File: src/rtl/pe_pkg.sv
// Shared definitions for the weight-stationary MAC PE: FSM encoding and a
// width-generic saturation helper.
package pe_pkg;

  typedef enum logic {
    S_IDLE = 1'b0,
    S_ACC  = 1'b1
  } pe_state_t;

  localparam int SAT_W = 64;

  typedef struct packed {
    logic [SAT_W-1:0] val;
    logic             clamp;
  } sat_t;

  // Clamp a wide sum to w bits; sgn selects two's-complement or unsigned range.
  function automatic sat_t sat(input logic signed [SAT_W-1:0] sum,
                               input int unsigned w,
                               input logic sgn);
    logic signed [SAT_W-1:0] hi;
    logic signed [SAT_W-1:0] lo;
    sat_t r;
    if (sgn) begin
      hi = (64'sd1 <<< (w - 1)) - 64'sd1;
      lo = -(64'sd1 <<< (w - 1));
    end else begin
      hi = (64'sd1 <<< w) - 64'sd1;
      lo = '0;
    end
    r.val   = sum;
    r.clamp = 1'b0;
    if (sum > hi) begin
      r.val   = hi;
      r.clamp = 1'b1;
    end else if (sum < lo) begin
      r.val   = lo;
      r.clamp = 1'b1;
    end
    return r;
  endfunction

endpackage

File: src/rtl/pe_wbank.sv
// Two-entry weight double buffer: loads land in the shadow entry, swap flips
// which entry drives the multiplier.
module pe_wbank #(
  parameter int W_BW = 8
) (
  input  logic            en_clk,
  input  logic            rst_n,
  input  logic            i_w_load,
  input  logic            i_w_swap,
  input  logic [W_BW-1:0] i_weight,
  output logic [W_BW-1:0] o_w_act
);

  logic            act_reg;
  logic [W_BW-1:0] bank_reg [2];

  generate
    for (genvar gi = 0; gi < 2; gi++) begin : g_bank
      localparam logic IDX = 1'(gi);
      // Write targets the pre-swap shadow, so load+swap activates the new value.
      always_ff @(posedge en_clk or negedge rst_n) begin
        if (!rst_n) begin
          bank_reg[gi] <= '0;
        end else if (i_w_load && (act_reg != IDX)) begin
          bank_reg[gi] <= i_weight;
        end
      end
    end
  endgenerate

  always_ff @(posedge en_clk or negedge rst_n) begin
    if (!rst_n) begin
      act_reg <= 1'b0;
    end else if (i_w_swap) begin
      act_reg <= ~act_reg;
    end
  end

  assign o_w_act = bank_reg[act_reg];

endmodule

File: src/rtl/wsmac_pe.sv
// Weight-stationary systolic MAC PE: forwards operands east/south and
// accumulates configurable-length windows of saturating products.
module wsmac_pe
  import pe_pkg::*;
#(
  parameter int I_F_BW = 8,
  parameter int W_BW   = 8,
  parameter int M_BW   = 16,
  parameter int AK_BW  = 20,
  parameter int CNT_BW = 8
) (
  input  logic              en_clk,
  input  logic              rst_n,
  input  logic              i_valid,
  input  logic [I_F_BW-1:0] i_fmap,
  input  logic [W_BW-1:0]   i_weight,
  input  logic              i_w_load,
  input  logic              i_w_swap,
  input  logic              i_signed,
  input  logic              i_acc_clr,
  input  logic [CNT_BW-1:0] i_acc_len,
  output logic [I_F_BW-1:0] o_fmap,
  output logic [W_BW-1:0]   o_weight,
  output logic              o_valid,
  output logic [AK_BW-1:0]  o_acc_kernel,
  output logic              o_acc_valid,
  output logic              o_ovf
);

  logic [W_BW-1:0] w_act;

  pe_wbank #(.W_BW(W_BW)) u_wbank (
    .en_clk   (en_clk),
    .rst_n    (rst_n),
    .i_w_load (i_w_load),
    .i_w_swap (i_w_swap),
    .i_weight (i_weight),
    .o_w_act  (w_act)
  );

  logic signed [M_BW-1:0] fmap_sx, w_sx, prod_s;
  logic        [M_BW-1:0] fmap_zx, w_zx, prod_u, prod_comb;

  assign fmap_sx   = M_BW'($signed(i_fmap));
  assign w_sx      = M_BW'($signed(w_act));
  assign fmap_zx   = M_BW'(i_fmap);
  assign w_zx      = M_BW'(w_act);
  assign prod_s    = fmap_sx * w_sx;
  assign prod_u    = fmap_zx * w_zx;
  assign prod_comb = i_signed ? prod_s : prod_u;

  logic              s1_valid_reg;
  logic              s1_signed_reg;
  logic [M_BW-1:0]   prod_reg;
  pe_state_t         state_reg;
  logic [CNT_BW-1:0] cnt_reg;
  logic [CNT_BW-1:0] len_reg;
  logic [AK_BW-1:0]  acc_reg;

  logic signed [SAT_W-1:0] acc_x, prod_x, sum_x;
  sat_t              sat_r;
  logic [AK_BW-1:0]  acc_sum;
  logic [CNT_BW-1:0] len_eff, win_len, cnt_next;
  logic              win_done;

  // The S1 signedness travels with the product so S2 extends and clamps consistently.
  always_comb begin
    acc_x    = s1_signed_reg ? SAT_W'($signed(acc_reg)) : SAT_W'(acc_reg);
    prod_x   = s1_signed_reg ? SAT_W'($signed(prod_reg)) : SAT_W'(prod_reg);
    sum_x    = acc_x + prod_x;
    sat_r    = sat(sum_x, AK_BW, s1_signed_reg);
    acc_sum  = AK_BW'(sat_r.val);
    len_eff  = (i_acc_len == '0) ? CNT_BW'(1) : i_acc_len;
    win_len  = (state_reg == S_IDLE) ? len_eff : len_reg;
    cnt_next = cnt_reg + CNT_BW'(1);
    win_done = (cnt_next == win_len);
  end

  always_ff @(posedge en_clk or negedge rst_n) begin
    if (!rst_n) begin
      o_fmap        <= '0;
      o_weight      <= '0;
      o_valid       <= 1'b0;
      o_acc_kernel  <= '0;
      o_acc_valid   <= 1'b0;
      o_ovf         <= 1'b0;
      s1_valid_reg  <= 1'b0;
      s1_signed_reg <= 1'b0;
      prod_reg      <= '0;
      state_reg     <= S_IDLE;
      cnt_reg       <= '0;
      len_reg       <= '0;
      acc_reg       <= '0;
    end else begin
      o_fmap      <= i_fmap;
      o_weight    <= i_weight;
      o_valid     <= i_valid;
      o_acc_valid <= 1'b0;
      if (i_acc_clr) begin
        s1_valid_reg <= 1'b0;
        acc_reg      <= '0;
        cnt_reg      <= '0;
        state_reg    <= S_IDLE;
        o_ovf        <= 1'b0;
      end else begin
        s1_valid_reg <= i_valid;
        if (i_valid) begin
          prod_reg      <= prod_comb;
          s1_signed_reg <= i_signed;
        end
        if (s1_valid_reg) begin
          if (sat_r.clamp) o_ovf <= 1'b1;
          if (state_reg == S_IDLE) len_reg <= len_eff;
          if (win_done) begin
            o_acc_kernel <= acc_sum;
            o_acc_valid  <= 1'b1;
            acc_reg      <= '0;
            cnt_reg      <= '0;
            state_reg    <= S_IDLE;
          end else begin
            acc_reg   <= acc_sum;
            cnt_reg   <= cnt_next;
            state_reg <= S_ACC;
          end
        end
      end
    end
  end

endmodule

File: config.mk
export PLATFORM = sky130hd
export DESIGN_NAME = wsmac_pe
export DESIGN_NICKNAME = d
export VERILOG_FILES = /design/src/rtl/pe_pkg.sv /design/src/rtl/pe_wbank.sv /design/src/rtl/wsmac_pe.sv
export SDC_FILE = /design/constraint.sdc
export NUM_CORES = 1
export LEC_CHECK = 0
export CORE_ASPECT_RATIO = 1.2
export CORE_UTILIZATION = 40
export CTS_BUF_LIST = sky130_fd_sc_hd__clkbuf_16
export DETAILED_ROUTE_END_ITERATION = 10
export GPL_TIMING_DRIVEN = 0
export PLACE_DENSITY_LB_ADDON = 0.3
export SLEW_MARGIN = 20
export SYNTH_ARGS = -nofsm -noshare
export SYNTH_HDL_FRONTEND = slang
export SYNTH_HIERARCHICAL = 1
export SYNTH_SLANG_ARGS = --single-unit
File: constraint.sdc
create_clock -name en_clk -period 5.5 [get_ports en_clk]
set_input_delay 1.375 -clock en_clk [delete_from_list [all_inputs] [get_ports en_clk]]
set_output_delay 1.375 -clock en_clk [all_outputs]
set_load 0.03 [all_outputs]
# Word-level counts from Yosys, hierarchy flattened
# Cells that the tools add are included.
[word_totals] word_cells=64 inputBits=31 register_bits=111
[op_classes] n_bitwise=3 n_lt_le_gt_ge=3 n_eq_ne=1 add_sub_neg=2 mul=2 n_mux=28 n_reduce_logical=9
[ops] op="$mux 64" count=3
[ops] op="$mux 20" count=4
[ops] op="$add 64x64->64" count=1
[ops] op="$gt 64x21->1" count=1
[ops] op="$lt 64x64->1" count=1
[ops] op="$mux 8" count=8
[ops] op="$mux 21" count=2
[ops] op="$mul 8x8->16" count=2
[ops] op="$mux 16" count=1
[ops] op="$mux 1" count=10
[ops] op="$add 8x1->8 const B" count=1
[ops] op="$eq 8x8->1" count=1
[ops] op="$logic_not 8->1" count=1
[ops] op="$reduce_and 2->1" count=3
[ops] op="$reduce_bool 2->1" count=2
[ops] op="$reduce_and 3->1" count=1
[ops] op="$ge 2x2->1 const B" count=1
[ops] op="$logic_and 1x1->1" count=2
[ops] op="$not 1->1" count=2
[ops] op="$not 1->2" count=1

# Logic depth before layout (Yosys ltp)
# Gate-level depths: netlist of the first run.
[logic_depth] ltp_word=8 mapped_depth=24 mapped_depth_nobuf=23

# By module
# The synthesis of the first run kept the hierarchy.
[modules_own_cells] mod="wsmac_pe" cells_each=1167 instances=1 area_per_inst_um2=10433.8 seq_area_each_um2=2352.3
[modules_own_cells] mod="pe_wbank" cells_each=46 instances=1 area_per_inst_um2=829.5 seq_area_each_um2=425.4

# Worst setup path before layout of the first run
# Ideal clock, no wire load.
[synth_path] path_kind="input -> register" start="input i_fmap[3]" end="register prod_reg[14]" setup_slack_ps=42 t_arrival_ps=5334 path_buffers=1 path_stages=18 setup_time_ps=124 required_ps=5376 path_cell_list="clkbuf_1 -> and2_1 -> fa_1 -> ha_1 -> fa_1 -> inv_1 -> fa_1 -> inv_1 -> ha_1 -> nor2b_1 -> o21ai_0 -> a21boi_0 -> o21ai_0 -> a21o_1 -> a21oi_1 -> or3_1 -> a31oi_1 -> a21oi_1"
[synth_via] elab_chain_cells=2 word_cells_on_any_way=3 classes_between="mul: 2; mux: 1"
[synth_rtl] item="start, declared" line="wsmac_pe.sv:15" rtl="input logic [I_F_BW-1:0] i_fmap,"
[synth_rtl] item="$mul 8x8->16 (on tied branches)" line="wsmac_pe.sv:49, wsmac_pe.sv:48"
[synth_rtl] item="$mux 16 (*)" line="wsmac_pe.sv:50" rtl="assign prod_comb = i_signed ? prod_s : prod_u;"
[synth_rtl] item="end signal, assigned" line="wsmac_pe.sv:108" rtl="prod_reg <= prod_comb;"
[synth_rtl] item="end, declared" line="wsmac_pe.sv:54" rtl="logic [M_BW-1:0] prod_reg;"
# Every way passes the cells marked *; elsewhere a longest branch is shown, timed or not.
# A chain may end at the register's enable or synchronous reset.

# Worst setup path after layout of the first run
[layout_path] start="input i_fmap[1]" end="register prod_reg[15]"
# The elaborated chain is that of the path after synthesis.

==> results of run 1 <==
Yosys cell counts (16+ instances only):
| library cell | number | area [sq um] |
|---|---|---|
| xnor2_1 | 28 | 245.2 |
| mux2_4 | 16 | 240.2 |
| inv_1 | 144 | 540.5 |
| dfrtp_1 | 111 | 2778 |
| nand3_1 | 17 | 85.08 |
| nand2_1 | 141 | 529.3 |
| a21o_1 | 23 | 172.7 |
| and2_1 | 37 | 231.5 |
| a21oi_1 | 62 | 310.3 |
| clkbuf_1 | 37 | 138.9 |
| nor2_1 | 37 | 138.9 |
| mux2_2 | 17 | 191.4 |
| xor2_1 | 20 | 175.2 |
| nor2b_1 | 16 | 100.1 |
| nor3_1 | 20 | 100.1 |
| ha_1 | 122 | 1526 |
| fa_1 | 98 | 1962 |
| o21ai_0 | 93 | 465.5 |
layout by cell type (no fill, tap or decap), drive strengths merged, types with 9 or more instances in the layout:
cell type,count
ha,122
nor4,13
o21a,9
a21oi,64
nand4,10
nor2,37
mux2i,13
o21ai,109
and2,37
nand2,142
xor2,20
and3,10
clkdlybuf4s50,60
nor2b,17
a211oi,10
fa,98
nor3,20
buf,19
nand3,18
clkbuf,43
a21o,23
mux2,33
inv,147
xnor2,28
dfrtp,111
cells by family (layout without fill, tap and decap cells):
group	count (synthesis)	count (layout)
buf+inv	188	273
xor+xnor	48	48
flops	111	111
simple gates	336	336
mux	46	46
fa+ha+maj	220	220
compound gates	264	264
final cells by class:
cell class / instances / area, sq um
Buffer: 38 / 188.9
Clock buffer: 9 / 225.2
Clock inverter: 7 / 78.83
Fill cell: 2683 / 14610
Inverter: 144 / 540.5
Multi-Input combinational cell: 914 / 7790
Sequential cell: 111 / 2778
Tap cell: 374 / 467.9
Timing Repair Buffer: 75 / 739.5
final timing paths:
path / from / end / slack, ns / cells after the start
max: i_fmap[1] / prod_reg[15] / 0.27 / 18
min: o_acc_kernel[8] / o_acc_kernel[8] / 0.49 / 2
max reg2reg: prod_reg[0] / acc_reg[5] / 0.27 / 20
min reg2reg: o_acc_kernel[8] / o_acc_kernel[8] / 0.49 / 2
max in group asynchronous: rst_n / acc_reg[1] / 3.93 / 2
min in group asynchronous: rst_n / o_fmap[3] / 0.90 / 1
layer usage:
metal  vias to the layer above  part of all wire
met5                         -                 0
met4                         0             0.023
li1                       4284                 -
met3                        31             0.025
met2                       115              0.52
met1                      4149              0.43
critical path: stages:
cell      delay [ns]
clkbuf_4        0.16
nand2_1         0.12
inv_1           0.07
fa_1            0.53
inv_1           0.05
fa_1            0.47
inv_1           0.06
fa_1            0.49
fa_1            0.50
ha_1            0.34
inv_1           0.05
o21ai_0         0.24
a21oi_2         0.11
o21ai_1         0.28
a21oi_2         0.11
a21o_1          0.17
a221oi_1        0.24
o31ai_1         0.11
through the flow:
step,hold slack (ns),setup TNS (ns)
global placement,0.4663,-166.91
global route,0.5102,-0.03205
detailed placement,0.4731,-18.70
CTS,0.4893,0
floorplan,0.4453,0
finish,0.4867,0
repair_timing:
action                     4_1_cts  5_1_grt
setup buffers                    2        2
hold buffers                     0        0
pin swaps                        2       10
setup endpoints to repair       36       44
resized for setup               32       41
==> metrics.txt, run 1 <==
Syn Inst Count 1213; #FFs+latches synth 111; Num CTS Buffers 9; gr usage total 0.1854; GRT met1 Usage 0.2180; die height 185.8 um; Max-Cap Viols 0; number of port buffers 69; gpl congestion 0.8606; Data arrival, critical path 5.45 ns; Antenna diodes 0; top_reg_cell synth dfrtp_1; Starting DRT DRC Count 401; ANT nets after route 0; Via Count 8579; Wirelength per Cell 15.02 um; CTS tree done; endpoints failing hold 0; H-tree Lvls 3; final worst slack 0.2675 ns; Nets 1544; post-synth net total 1464; Post-Synth XOR/XNOR Area 0.03733; Slew headroom 0.5579; warnings from Yosys 6; CTS root buffer clkbuf_16; Final Slew Violations 0; Compound-Gate Fraction of Synth Area 0.1421; GR peak layer met2; startpoint type of the worst setup path input pin; Seq/Total Area, Yosys 0.2466; largest family of logic cells by synthesized area adder cells; Placed Instances 1658; met2 Use GR 0.3494; Distinct cells, synth 70; placed inst area 12470 sq um; vias per cell 5.131; mux cell area share after synthesis 0.04988; share of cells above drive strength 1 0.07781; initial antenna violation count 0; # clock sinks 111; Post-Syn Area 11260 sq um; CP Capture Type register; post-synthesis simple-gate area fraction 0.1485; final WL 25120 um; M3 GR Usage 0.01932; grt total ovfl 0; fin cells 1672; Synth Area in Adders 0.3097; Clock Skew 0.01652 ns; fin area 12810 sq um; highest net fanout along the worst path 10; final setup fails 0; number of cell rows 66; CORE AREA 27420 sq um; DRC viols 0; first-pass GRT wire length 43040 um; worst endpoint required time 5.72 ns; Post-synth EDFFs 0; Syn-to-layout area delta 13.72%; FMAX 191.1 MHz; Max Root-Sink Buffers 2; die width 155.2 um; Initial Utilization 0.4108; final core utilization 0.4672; HP Class register to register; DP HPWL 20870 um; kind of critical path input pin to register; router iterations before antenna repair 4; Tcrit/Tclk final 0.9514; vias in the first global route 8987; clk_lat worst skew 0.36 ns; Ports 70; largest net degree at the start of global routing 80; DIE AREA 28840 sq um; Syn Area/Cell 9.285 sq um; slew at the pin closest to its max-slew limit 0.6632 ns; outcome complete, no violations; asr flop ratio synth 1.000; dpl ws -0.9139 ns; Clock transition at path regs 0.08 ns; Tmin final 5.232 ns
Power of run 1 is not shown: default switching activity piles up to over one toggle a cycle in this logic, so the estimate is an artifact.
==> run 2, diff against run 1 <==
- MAX_ROUTING_LAYER: default -> met4
==> run 2 against run 1 <==
Net effect:
- sequential share of layout area about the same
- final cell count shrank 0.12%
- setup slack worse by 0.017 ns
- global-route usage is 0.77 points higher
- core utilization is essentially flat
- critical endpoint is now prod_reg[14]
- highest routed layer unchanged
==> metrics.txt, run 2 (synthesis results as in run 1) <==
CP Capture Type register; FMAX 190.5 MHz (-0.33%); Starting DRT DRC Count 488 (+22%); gpl congestion 0.8718 (+1.3%); endpoints failing hold 0 (unchanged); fin cells 1670 (-0.12%); Worst Min Path Start o_acc_kernel[10]; Via Count 8737 (+1.8%); Wirelength per Cell 15.34 um (+2.1%); DP HPWL 21120 um (+1.2%); final setup fails 0 (unchanged); startpoint type of the worst setup path input pin; unrepaired setup endpoints after global routing true; DRC viols 0 (unchanged); Num CTS Buffers 9 (unchanged); fin area 12810 sq um (about the same); final WL 25610 um (+2.0%); placed inst area 12450 sq um (-0.16%); CP dominant cell by count fa_1; vias in the first global route 9023 (+0.40%); ANT nets after route 0 (unchanged); share of cells above drive strength 1 0.08179 (+0.003978); router iterations before antenna repair 5 (+1); CP peak stage delay 0.55 ns (+0.02 ns); grt total ovfl 0 (unchanged); Top delay family on crit path adder cells; reg2reg start prod_reg[0]; fill count 2713 (+1.1%); CTS root buffer clkbuf_16; number of port buffers 69 (unchanged); highest net fanout along the worst path 10 (unchanged); Nets 1542 (-0.13%); Final Slew Violations 0 (unchanged); largest net degree at the start of global routing 80 (unchanged); initial antenna violation count 0 (unchanged); most common cell after layout, fill and taps aside inv_1; WHS Endpoint o_acc_kernel[10]; worst endpoint required time 5.74 ns (+0.02 ns); worst path cell trace buf_2 > and2_1 > fa_1 > ha_1 > fa_1 > inv_1 > fa_1 > inv_1 > ha_1 > nor2b_2 > o21ai_2 > a21boi_1 > o21ai_1 > a21o_1 > a21oi_1 > or3_1 > a31oi_1 > a21oi_1; Reg2Reg Depth 20 (unchanged); clk_lat worst skew 0.37 ns (about the same); outcome complete, no violations; die width 155.2 um (unchanged); flop-to-flop setup slack 0.26 ns (about the same); DIE AREA 28840 sq um (unchanged); Fin Setup TNS 0 ns (unchanged); Clock transition at path regs 0.08 ns (about the same); first-pass GRT wire length 43080 um (about the same); Tmin final 5.250 ns (+0.01742 ns); H-tree Lvls 3 (unchanged); most frequent cells in the layout inv_1 (143), nand2_1 (137), ha_1 (122); Slew headroom 0.4091 (-0.1488); Max-Cap Viols 0 (unchanged); CTS tree done; slew at the pin closest to its max-slew limit 0.8851 ns (+0.2219 ns); Data arrival, critical path 5.49 ns (+0.04 ns); # clock sinks 111 (unchanged); hold_ws 0.4829 ns (-0.003755 ns); Clock Skew 0.01317 ns (-0.003351 ns); Tcrit/Tclk final 0.9545 (+0.003168); HP Class register to register; Initial Utilization 0.4108 (unchanged); Max Root-Sink Buffers 2 (unchanged); WP buf/inv 3 (-2); vias per cell 5.232 (+2.0%); worst r2r dst o_acc_kernel[14]; worst hold stages 2 (unchanged); kind of critical path input pin to register; CORE AREA 27420 sq um (unchanged); Ports 70 (unchanged); gr usage total 0.1931 (+0.007745); Slowest-stage cell, CP fa_1; Syn-to-layout area delta 13.70% (about the same); Placed Instances 1657 (-0.060%); die height 185.8 um (unchanged); Antenna diodes 0 (unchanged); number of cell rows 66 (unchanged)
[run 2: changes by cell type in the layout (fill, tap and decap cells not counted), moves of 2 or more]
cell / before / now
o21ai_1: 21 / 18
clkbuf_4: 4 / 0
o21ai_2: 1 / 4
inv_2: 3 / 1
buf_2: 8 / 11
inv_1: 141 / 143
nand2_1: 139 / 137
a21oi_1: 59 / 57
nand2_2: 2 / 4
a2111oi_2: 0 / 2
[run 2: timing repair]
action,CTS,global route
resized for setup,34,39
pin swaps,2,6
hold buffers,0,0
buffers inserted,1,2
endpoints found under the setup margin,40,31
[run 2: worst reg2reg max path: stages, from the launching register on]
cell	delay [ns]
dfrtp_1	0.41
ha_1	0.24
fa_1	0.43
a211oi_2	0.29
o21ai_2	0.17
and3_1	0.18
or3_1	0.35
o21a_1	0.27
a21o_1	0.22
fa_1	0.47
ha_1	0.29
o21a_1	0.12
o21a_1	0.10
o21ai_0	0.10
a2111oi_2	0.38
o21ai_2	0.15
and3b_2	0.27
nor2_4	0.19
buf_4	0.23
a21oi_1	0.13
o21ai_0	0.18
[run 2: final cells by class]
type | count | area [sq um] | share of cell area
multi-input cells | 914 | 7824 | 0.6109
repair buffers | 73 | 708.2 | 0.05530
inverters | 144 | 540.5 | 0.04221
well taps | 374 | 467.9 | 0.03654
clock buffers | 9 | 225.2 | 0.01759
plain buffers | 38 | 185.2 | 0.01446
flip-flops and latches | 111 | 2778 | 0.2169
clock inverters | 7 | 77.57 | 0.006058
[run 2: how the worst max path moves through the flow]
stage	cells after the start	start	slack, ns	end
after floorplan	18	i_fmap[3]	0.04	prod_reg[14]
after global placement	1	rst_n	-1.38	o_acc_kernel[2]
after detailed placement	19	i_fmap[4]	-0.97	prod_reg[14]
after CTS	18	i_fmap[2]	0.005	prod_reg[14]
after global routing	18	i_fmap[2]	-0.02	prod_reg[14]
final	18	i_fmap[2]	0.25	prod_reg[14]
[run 2: per-stage QoR]
| step | setup WS, ns | util |
|---|---|---|
| 3_5_place_dp | -0.9717 | 0.4541 |
| 6_report | 0.2501 | 0.4671 |
| 4_1_cts | 0.005349 | 0.4658 |
| 2_1_floorplan | 0.04157 | - |
| 3_3_place_gp | -1.384 | 0.4531 |
| 5_1_grt | -0.02227 | 0.4671 |
[run 2: routing by layer]
metal,global-route usage,part of all wire,vias up
met5,-,0,-
met4,0.08196,0.033,0
met3,0.02095,0.022,47
met2,0.3521,0.52,141
met1,0.2141,0.42,4279
li1,-,-,4270
Power of run 2 is left out for the same reason.
==> run 3, diff against run 2 <==
- GPL_TIMING_DRIVEN: 0 -> default
==> run 3 against run 2 <==
Net effect:
- design area is 3.9% higher
- sequential cell count unchanged
- via count rose by 0.30%
- critical endpoint is now prod_reg[15]
- first-iteration DRC count shrank 31%
- fmax decreased by 1.2%
- sequential share of layout area is 0.82 points lower
==> metrics.txt, run 3 (synthesis results as in run 1) <==
number of cell rows 66 (unchanged); endpoints failing hold 0 (unchanged); final setup fails 0 (unchanged); CTS root buffer clkbuf_16; vias in the first global route 9106 (+0.92%); ANT nets after route 0 (unchanged); Syn-to-layout area delta 18.15%; CORE AREA 27420 sq um (unchanged); Starting DRT DRC Count 339 (-31%); CP Capture Type register; H-tree Lvls 3 (unchanged); vias per cell 5.068 (-3.1%); Slew headroom 0.3645 (-0.04457); fin cells 1729 (+3.5%); DRC viols 0 (unchanged); Ports 70 (unchanged); gr usage total 0.1896 (-0.003464); Slowest-stage cell, CP fa_1; share of cells above drive strength 1 0.1343 (+0.05253); Tmin final 5.314 ns (+0.06453 ns); Clock Skew 0.008686 ns (-0.004481 ns); DIE AREA 28840 sq um (unchanged); initial antenna violation count 0 (unchanged); Data arrival, critical path 5.57 ns (+0.08 ns); kind of critical path input pin to register; # clock sinks 111 (unchanged); clk_lat worst skew 0.36 ns (about the same); Initial Utilization 0.4108 (unchanged); highest net fanout along the worst path 4 (-6); worst path cell trace dlygate4sd2_1 > buf_4 > nand2_1 > inv_1 > fa_1 > inv_1 > fa_1 > inv_1 > fa_1 > fa_1 > ha_4 > inv_1 > o21ai_0 > a21oi_2 > o21ai_2 > a21oi_2 > a2111oi_1 > a221oi_1 > o31ai_1; HP Class register to register; DP HPWL 20460 um (-3.2%); grt total ovfl 0 (unchanged); outcome complete, no violations; number of port buffers 69 (unchanged); startpoint type of the worst setup path input pin; Max Root-Sink Buffers 2 (unchanged); Nets 1601 (+3.8%); first-pass GRT wire length 42810 um (-0.62%); gpl congestion 0.9055 (+3.9%); die height 185.8 um (unchanged); most frequent cells in the layout inv_1 (145), nand2_1 (141), ha_1 (120); Clock transition at path regs 0.07 ns (about the same); Via Count 8763 (+0.30%); Placed Instances 1710 (+3.2%); Hold-fix buffers, CTS 0 (unchanged); Antenna diodes 0 (unchanged); router iterations before antenna repair 4 (-1); Num CTS Buffers 9 (unchanged); Wirelength per Cell 14.46 um (-5.7%); most common cell after layout, fill and taps aside inv_1; final WL 25010 um (-2.3%); CP peak stage delay 0.50 ns (-0.05 ns); slew at the pin closest to its max-slew limit 0.9532 ns (+0.06815 ns); unrepaired setup endpoints after global routing true; die width 155.2 um (unchanged); largest net degree at the start of global routing 74 (-7.5%); Final Slew Violations 0 (unchanged); FMAX 188.2 MHz (-1.2%); CTS tree done; Tcrit/Tclk final 0.9663 (+0.01173); worst endpoint required time 5.76 ns (+0.02 ns); Max-Cap Viols 0 (unchanged)
run 3: cell count changes in the layout (fill, tap and decap cells not counted), moves of 3 or more:
cell           change
buf_4             +98
clkbuf_1          -28
buf_2             -11
dlygate4sd2_1      +7
nand2_1            +4
nand2_2            -4
buf_6              -3
run 3: repair_timing:
| item | 4_1_cts | 5_1_grt |
|---|---|---|
| endpoints found under the setup margin | 5 | 29 |
| pin swaps | 2 | 4 |
| gates resized for setup | 17 | 19 |
| setup buffers | 3 | 0 |
run 3: routing by layer:
| metal | wire, um | GRT usage | vias up |
|---|---|---|---|
| met5 | 0 | - | - |
| met4 | 467 | 0.06471 | 0 |
| met3 | 439 | 0.01909 | 32 |
| met2 | 13180 | 0.3486 | 110 |
| met1 | 10920 | 0.2148 | 4219 |
| li1 | - | - | 4402 |
run 3: path summary, 6_finish.rpt:
kind                             start            to  slack (ns)  cells after the start
min in group asynchronous        rst_n     o_fmap[7]        1.17                      1
max reg2reg                prod_reg[0]   acc_reg[19]        0.28                     20
max                          i_fmap[2]  prod_reg[15]        0.19                     19
min reg2reg                prod_reg[8]   prod_reg[8]        0.48                      2
max in group asynchronous        rst_n    acc_reg[1]        3.27                      2
min                        prod_reg[8]   prod_reg[8]        0.48                      2
run 3: layout make-up:
| class | instances | area [sq um] |
|---|---|---|
| clock inverters | 7 | 41.29 |
| repair buffers | 170 | 1433 |
| clock buffers | 9 | 225.2 |
| fillers | 2621 | 14110 |
| flip-flops and latches | 111 | 2778 |
| inverters | 144 | 540.5 |
| well taps | 374 | 467.9 |
| multi-input cells | 914 | 7823 |
run 3: worst max-delay path: cells and delay by family:
| family | cells | cell delay (ns) |
|---|---|---|
| adder cells (fa/ha/maj) | 5 | 2.24 |
| buffers and inverters | 6 | 0.65 |
| AO/OA/AOI/OAI | 7 | 1.21 |
| AND/OR/NAND/NOR | 1 | 0.10 |
run 3: stage by stage:
step           utilization  TNS (ns)  cell area, sq um  worst slack, ns  hold WS [ns]
2_1_floorplan            -         0             11260          0.04157        0.4453
3_3_place_gp        0.4726    -2.829             12960          -0.6066        0.4619
3_5_place_dp        0.4726    -3.260             12960          -0.6216        0.4715
4_1_cts             0.4832         0             13250          0.09626        0.4906
5_1_grt             0.4854  -0.01561             13310        -0.007898        0.5165
6_report            0.4854         0             13310           0.1856        0.4824
Power of run 3 is left out for the same reason.
